--- config.mk ---
export PLATFORM = sky130hd
export DESIGN_NAME = gh_door_controller
export DESIGN_NICKNAME = d
export VERILOG_FILES = /design/src/rtl/gh_door_controller.sv
export SDC_FILE = /design/constraint.sdc
export NUM_CORES = 1
export LEC_CHECK = 0
export CORE_ASPECT_RATIO = 2
export CORE_MARGIN = 5
export CORE_UTILIZATION = 35
export CTS_CLUSTER_SIZE = 28
export DETAILED_ROUTE_END_ITERATION = 10
export GPL_ROUTABILITY_DRIVEN = 0
export HOLD_SLACK_MARGIN = 0.1
export PLACE_DENSITY = 0.63
export SLEW_MARGIN = 20
export SYNTH_ARGS = -nofsm -noshare
export SYNTH_HDL_FRONTEND = slang
export SYNTH_SLANG_ARGS = --single-unit
--- constraint.sdc ---
create_clock -name clk -period 4.3 [get_ports clk]
set_clock_uncertainty 0.15 [all_clocks]
set_input_delay 0.645 -clock clk [delete_from_list [all_inputs] [get_ports clk]]
set_output_delay 0.645 -clock clk [all_outputs]
set_load 0.01 [all_outputs]
--- src/rtl/gh_door_controller.sv ---
// Greenhouse door motor sequencer: registered Moore FSM driven by the two PIR
// sensors, the two limit switches and the climate lock, with hold and motor timers.
module gh_door_controller #(
    parameter int HOLD_CYCLES   = 1000,
    parameter int MOTOR_TIMEOUT = 5000,
    parameter int CNT_W         = 16
) (
    input  logic       clk,
    input  logic       rst_n,
    input  logic       door_pir_in,
    input  logic       door_pir_out,
    input  logic       door_open_max,
    input  logic       door_close_max,
    input  logic       lock_req,
    input  logic       clear_fault,
    output logic       door_open,
    output logic       door_close,
    output logic [2:0] door_state,
    output logic       fault
);

    // state     | meaning
    // CLOSED    | door shut, motor idle; waits for presence or homes if not at close limit
    // OPENING   | motor driving open until the open limit switch
    // OPEN_HOLD | door open, hold timer running, restarted by presence
    // CLOSING   | motor driving closed; presence reverses to OPENING
    // FAULT     | motor timeout or limit-switch conflict; left only by clear_fault
    typedef enum logic [2:0] {
        S_CLOSED    = 3'd0,
        S_OPENING   = 3'd1,
        S_OPEN_HOLD = 3'd2,
        S_CLOSING   = 3'd3,
        S_FAULT     = 3'd4
    } state_t;

    localparam logic [CNT_W-1:0] HOLD_TC  = CNT_W'(HOLD_CYCLES - 1);
    localparam logic [CNT_W-1:0] MOTOR_TC = CNT_W'(MOTOR_TIMEOUT - 1);
    localparam logic [CNT_W-1:0] CNT_MAX  = {CNT_W{1'b1}};

    state_t           state;
    state_t           state_nxt;
    logic [CNT_W-1:0] timer;
    logic             presence;
    logic             sensor_conflict;
    logic             hold_done;
    logic             motor_expired;
    logic             timer_run;

    assign presence        = door_pir_in | door_pir_out;
    assign sensor_conflict = door_open_max & door_close_max;
    assign hold_done       = (timer == HOLD_TC);
    assign motor_expired   = (timer == MOTOR_TC);
    assign timer_run       = (state == S_OPENING) || (state == S_OPEN_HOLD) ||
                             (state == S_CLOSING);

    always_ff @(posedge clk or negedge rst_n) begin
        if (!rst_n) begin
            state <= S_CLOSED;
            timer <= '0;
        end else begin
            state <= state_nxt;
            // Any state change restarts the timer so each state measures its own dwell time.
            if (state_nxt != state) begin
                timer <= '0;
            end else if ((state == S_OPEN_HOLD) && presence) begin
                timer <= '0;
            end else if (timer_run && (timer != CNT_MAX)) begin
                timer <= timer + CNT_W'(1);
            end
        end
    end

    always_comb begin
        state_nxt = state;
        case (state)
            S_CLOSED: begin
                if (sensor_conflict)                   state_nxt = S_FAULT;
                else if (presence && !lock_req)        state_nxt = S_OPENING;
                else if (!door_close_max && !lock_req) state_nxt = S_CLOSING;
            end
            S_OPENING: begin
                if (sensor_conflict)    state_nxt = S_FAULT;
                else if (door_open_max) state_nxt = S_OPEN_HOLD;
                else if (motor_expired) state_nxt = S_FAULT;
            end
            S_OPEN_HOLD: begin
                if (sensor_conflict)            state_nxt = S_FAULT;
                else if (lock_req && !presence) state_nxt = S_CLOSING;
                else if (hold_done)             state_nxt = S_CLOSING;
            end
            S_CLOSING: begin
                // Reversal on presence beats lock_req and the close limit for safety.
                if (sensor_conflict)     state_nxt = S_FAULT;
                else if (presence)       state_nxt = S_OPENING;
                else if (door_close_max) state_nxt = S_CLOSED;
                else if (motor_expired)  state_nxt = S_FAULT;
            end
            S_FAULT: begin
                if (clear_fault) state_nxt = S_CLOSED;
            end
            default: state_nxt = S_FAULT;
        endcase
    end

    always_comb begin
        door_open  = 1'b0;
        door_close = 1'b0;
        fault      = 1'b0;
        door_state = state;
        case (state)
            S_OPENING: door_open  = 1'b1;
            S_CLOSING: door_close = 1'b1;
            S_FAULT:   fault      = 1'b1;
            default: ;
        endcase
    end

endmodule

==> impl_metrics.json, run 1 <==
{
  "synthArstFlopShare_pct": 100,
  "io_buffers": 13,
  "worst_slack_ns": 1.45,
  "die_w_um": 54.3,
  "critPathKind": "flop to output port",
  "setup_viol": 0,
  "drt-vias-per-instance": 5.77,
  "grt_max_degree": 20,
  "ys_seq_area_share_pct": 34.6,
  "cp_max_fo": 17,
  "status": "finished clean",
  "num_vias": 1218,
  "wl_per_cell_um": 16.1,
  "clk_pin_slew_worst_paths_ns": 0.07,
  "power_density_mw_per_mm2": 427,
  "ir_drop_uv": 250,
  "fmax_mhz": 351,
  "dp_slack_ns": 1.30,
  "critPathLaunch": "door_state[0]",
  "grt_pass1_wl_um": 5650,
  "syn-num-nets": 158,
  "drt_iter0_drc": 32,
  "hold_violations": 0,
  "min-delay-path-class": "flop to flop",
  "setup_tns_ns": 0,
  "syn_avg_cell_area_um2": 9.23,
  "cpLargestDelayFamily": "flip-flops",
  "maxCapViolations": 0,
  "worst_slew_pin_slew_ns": 0.976,
  "synth_ff_type": "dfrtp_1",
  "crit_buf_inv": 1,
  "syn_inst": 149,
  "register_area_um2": 475,
  "rows": 32,
  "rsz0062_at_grt": "false",
  "cts_resized": 0,
  "die_area_mm2": 0.00536,
  "grt_pass1_vias": 1274,
  "cts_tree": "done",
  "start_kind": "flop",
  "end_kind": "output port",
  "antenna_found_initial": 0,
  "wirelength_um": 3400,
  "final_common_cell": "dfrtp_1",
  "dp_hpwl_um": 2630,
  "grt_usage_pct": 13.9,
  "path_cells": "nor2b_1 -> and2_1 -> clkdlybuf4s50_1",
  "n_antenna_cell": 0,
  "final_nets": 170,
  "synthDistinctLibCells": 45,
  "synth_enable_flop_cells": 0,
  "core-area_mm2": 0.00384,
  "r2r_start": "timer[13]",
  "syn_to_final_growth_pct": 15.5,
  "synth-seq-cells": 19,
  "postPlaceCellArea_mm2": 0.00154,
  "syn-cell-area_mm2": 0.00138,
  "drtPass1Iterations": 4,
  "drive_above_1_share_pct": 13.8,
  "required_ns": 3.50,
  "arrival_ns": 2.05,
  "postCtsSetupRepairBufs": 0,
  "period_share_pct": 66.2,
  "numClockSinks": 19,
  "cts-buffers-inserted": 3,
  "clk_latency_ns": 0.26,
  "cpPeakStageDelay_ns": 0.65,
  "die_y_um": 98.6,
  "slew_headroom_pct": 35.0,
  "cts_root_buf": "clkbuf_8",
  "ant_nets": 0,
  "start_util_pct": 35.8,
  "cts_buffer_depth": 2,
  "htreeDepth": 1,
  "io_pins": 14,
  "cpMaxStageDelayCell": "dfrtp_1",
  "grt-ovfl-total": 0,
  "hold_start": "timer[1]",
  "multiInputGateArea_um2": 842,
  "fin_area_mm2": 0.00159,
  "layout_common_cells": "dfrtp_1 (19), xnor2_1 (15), clkdlybuf4s50_1 (13)",
  "n_fill_cell": 399,
  "period_needed_ns": 2.85,
  "drc": 0,
  "synth.yosys.warnings": 0,
  "cts_hold_buf": 0,
  "slew_violations": 0,
  "power.leakage_nw": 0.536
}
-- layout make-up --
cell class                      count  share of cell area [%]
Multi-Input combinational cell    118                    53.0
Timing Repair Buffer               15                    9.14
Tap cell                           51                    4.02
Inverter                            4                   0.946
Clock buffer                        3                    2.60
Sequential cell                    19                    29.9
Clock inverter                      1                   0.315
-- sequential cells by signal, summed over array words and instances (netlist names) --
name        cells
timer          16
door_state      3
-- per-stage QoR --
| stage | total power, mW | utilization [%] | hold slack, ns | instances |
|---|---|---|---|---|
| 2_1_floorplan | 0.460 | - | 0.199 | 149 |
| 3_3_place_gp | 0.548 | 40.1 | 0.445 | 207 |
| 3_5_place_dp | 0.555 | 40.1 | 0.457 | 207 |
| 4_1_cts | 0.679 | 41.3 | 0.473 | 211 |
| 5_1_grt | 0.720 | 41.3 | 0.491 | 211 |
| 6_report | 0.677 | 41.3 | 0.469 | 211 |
-- Yosys cell counts (2+ instances only) --
library cell / count / area (µm²)
o21a_1: 2 / 15.0
nand3_1: 9 / 45.0
nor4_1: 4 / 25.0
and2_1: 3 / 18.8
nand2b_1: 2 / 12.5
nand4bb_1: 2 / 22.5
a2111oi_0: 4 / 35.0
a21oi_1: 11 / 55.1
nor2_1: 4 / 15.0
or3_1: 2 / 12.5
nor2b_1: 2 / 12.5
xnor2_1: 15 / 131
inv_1: 4 / 15.0
nand2_1: 8 / 30.0
nand4_1: 3 / 18.8
dfrtp_1: 19 / 475
nor3_1: 4 / 20.0
and3_1: 4 / 25.0
clkbuf_1: 5 / 18.8
nor3b_1: 2 / 15.0
o21ai_0: 2 / 10.0
a21oi_2: 10 / 87.6
a211oi_1: 6 / 45.0
-- metal layers --
metal | share of wire [%] | vias to the layer above | GRT usage (%)
li1 | - | 585 | -
met1 | 38 | 573 | 14.4
met2 | 55 | 45 | 25.7
met3 | 4.0 | 15 | 1.51
met4 | 3.3 | 0 | 6.72
met5 | 0 | - | 0
-- logic make-up (layout without fill, tap and decap cells) --
kind of cell / count (synthesis) / in the layout / share of synthesized area, %
muxes: 1 / 1 / 0.728
DFF: 19 / 19 / 34.6
AOI/OAI and AO/OA: 45 / 45 / 24.7
adders and majority gates: 1 / 1 / 0.910
xor gates and xnor gates: 15 / 15 / 9.55
buffers and inverters: 12 / 23 / 4.19
and+or+nand+nor: 56 / 56 / 25.3
-- where the power goes --
group	internal [mW]	leakage (nW)	switching (mW)
Combinational	0.125	0.249	0.175
Sequential	0.196	0.262	0.0550
Clock	0.0646	0.0255	0.0614
-- worst paths after layout --
check	to	slack [ns]	depth (start not counted)
setup / recovery	door_close	1.45	3
hold / removal	timer[1]	0.47	2
setup reg to reg	timer[11]	1.52	5
hold reg to reg	timer[1]	0.47	2
max in group asynchronous	timer[6]	2.75	1
min in group asynchronous	timer[9]	0.72	1
-- worst register-to-register path, cell delays in order (launching register included) --
cell and delay, ns:
dfrtp_1 0.43, or4b_4 0.57, nor4_4 0.41, o2bb2ai_2 0.12
o2111ai_2 0.78, a21oi_1 0.16
Power figures use the tool's default switching activity.
==> inputs of run 2 (changes only) <==
--- a/config.mk
+++ b/config.mk
@@ -12,7 +12,7 @@
 export DETAILED_ROUTE_END_ITERATION = 10
 export GPL_ROUTABILITY_DRIVEN = 0
 export HOLD_SLACK_MARGIN = 0.1
-export PLACE_DENSITY = 0.63
+export PLACE_DENSITY = 0.64
 export SLEW_MARGIN = 20
 export SYNTH_ARGS = -nofsm -noshare
 export SYNTH_HDL_FRONTEND = slang
==> constraint.sdc (replaced) <==
create_clock -name clk -period 2.4 [get_ports clk]
set_clock_uncertainty 0.15 [all_clocks]
set_input_delay 0.36 -clock clk [delete_from_list [all_inputs] [get_ports clk]]
set_output_delay 0.36 -clock clk [all_outputs]
set_load 0.01 [all_outputs]
==> run 2 against run 1 <==
  * Combinational power rose by 110%
  * Sequential share of layout area fell by 1.9 points
  * Count of clock-buffer cells in the layout rose by 1
==> impl_metrics.json, run 2 (same netlist as run 1, synthesis figures left out) <==
{
  "die_area_mm2": 0.00536,
  "setup_viol": 0,
  "grt_usage_pct": 14.8,
  "cts_tree": "done",
  "status": "finished clean",
  "layout_common_cells": "dfrtp_1 (17), xnor2_1 (15), clkdlybuf4s50_1 (13)",
  "met3_usage_pct": 2.12,
  "dp_slack_ns": -0.00477,
  "power_frac_seq_pct": 33.8,
  "drt_iter0_drc": 33,
  "fin_cells": 223,
  "power.internal_mw": 0.768,
  "ir_drop_uv": 399,
  "regMostFlops": "timer",
  "dp_hpwl_um": 2860,
  "cpMaxStageDelayCell": "clkdlybuf4s50_1",
  "grt_pass1_vias": 1316,
  "die_w_um": 54.3,
  "grt_pass1_wl_um": 5950,
  "drive_above_1_share_pct": 20.3,
  "setup_tns_ns": 0,
  "largest_reg_flops": 16,
  "final_nets": 182,
  "start_util_pct": 35.8,
  "drc": 0,
  "grt-ovfl-total": 0,
  "gr-usage-met1_pct": 14.3,
  "clock_power_share_pct": 17.2,
  "worst_slew_pin_slew_ns": 0.779,
  "path_cells": "buf_4 -> nor3_1 -> clkdlybuf4s50_1",
  "dp.cells": 219,
  "numClockSinks": 19,
  "end_kind": "output port",
  "ant_nets": 0,
  "p_sw_mw": 0.533,
  "worst_slack_ns": 0.0996,
  "swShare_pct": 41.0,
  "drt-vias-per-instance": 5.71,
  "core-area_mm2": 0.00384,
  "maxCapViolations": 0,
  "final_common_cell": "dfrtp_1",
  "cp_max_fo": 12,
  "n_fill_cell": 404,
  "start_kind": "flop",
  "cts_buffer_depth": 2,
  "slew_headroom_pct": 46.8,
  "hold_violations": 0,
  "n_antenna_cell": 0,
  "cts_root_buf": "clkbuf_8",
  "num_vias": 1274,
  "wirelength_um": 3630,
  "syn_to_final_growth_pct": 23.9,
  "period_share_pct": 95.9,
  "critPathKind": "flop to output port",
  "power.leakage_nw": 0.603,
  "fmax_mhz": 435,
  "rows": 32,
  "io_pins": 14,
  "finalPower_mw": 1.30,
  "min-delay-path-class": "input pin to asynchronous set/reset pin",
  "required_ns": 1.89,
  "pwr-share-comb_pct": 49.0,
  "rsz0062_at_grt": "false",
  "wl_per_cell_um": 16.3,
  "io_buffers": 13,
  "grt_busiest_layer": "met2",
  "slew_violations": 0,
  "grt_use_met2_pct": 27.9,
  "power_density_mw_per_mm2": 763,
  "antenna_found_initial": 0,
  "arrival_ns": 1.79,
  "period_needed_ns": 2.30,
  "cpPeakStageDelay_ns": 0.61,
  "clk_latency_ns": 0.26,
  "cts-buffers-inserted": 3,
  "htreeDepth": 1,
  "drtPass1Iterations": 6,
  "die_y_um": 98.6,
  "clk_pin_slew_worst_paths_ns": 0.07,
  "grt_max_degree": 20,
  "fin_hold_ws_ns": 0.281
}
## run 2: changes by cell type in the layout (fill, tap and decap cells not counted)
cell / change
buf_12: +2
buf_4: +10
clkbuf_1: +1
dfrtp_2: +2
dfrtp_1: -2
clkinv_2: -1
## run 2: path summary, 6_finish.rpt
check / cells past startpoint / slack [ns] / end / start
worst max-delay path: 3 / 0.1 / fault / door_state[0]
worst min-delay path: 2 / 0.28 / timer[0] / rst_n
worst max register to register: 7 / 0.16 / timer[11] / timer[15]
worst min register to register: 2 / 0.47 / timer[10] / timer[10]
max in group asynchronous: 2 / 1.60 / door_state[2] / rst_n
min in group clk: 2 / 0.47 / timer[10] / timer[10]
## run 2: repair_timing
action,4_1_cts,5_1_grt
setup endpoints to repair,0,3
setup buffers,0,0
hold buffers,0,0
resized for setup,0,2
## run 2: power by group through the flow
stage          clock network (mW)  registers [mW]  logic (mW)
2_1_floorplan                   0           0.400       0.426
3_3_place_gp                    0           0.437       0.623
3_5_place_dp                    0           0.441       0.637
4_1_cts                     0.234           0.435       0.640
5_1_grt                     0.246           0.449       0.683
6_report                    0.224           0.440       0.637
## run 2: area by class of cell
cell class / instances / area [µm²] / area share, %
inverter: 4 / 15.0 / 0.881
timing repair buffer: 27 / 260 / 15.3
sequential: 19 / 478 / 28.0
multi-input combinational: 118 / 842 / 49.4
clock buffer: 4 / 45.0 / 2.64
tap: 51 / 63.8 / 3.74
## run 2: per-stage QoR
stage | area (µm²) | utilization (%)
2_1_floorplan | 1380 | -
3_3_place_gp | 1660 | 43.1
3_5_place_dp | 1660 | 43.1
4_1_cts | 1700 | 44.3
5_1_grt | 1700 | 44.3
6_report | 1700 | 44.3
## run 2: worst max-delay path: cells and delay by family (launching register included)
| kind | cells | cell delay [ns] |
|---|---|---|
| buf+inv | 2 | 0.79 |
| flops | 1 | 0.48 |
| simple gates | 1 | 0.25 |
## run 2: metal layers
layer / routed length [µm] / share of wire (%)
met1: 1300 / 36
met4: 112 / 3.1
met3: 137 / 3.8
met5: 0 / 0
met2: 2090 / 57
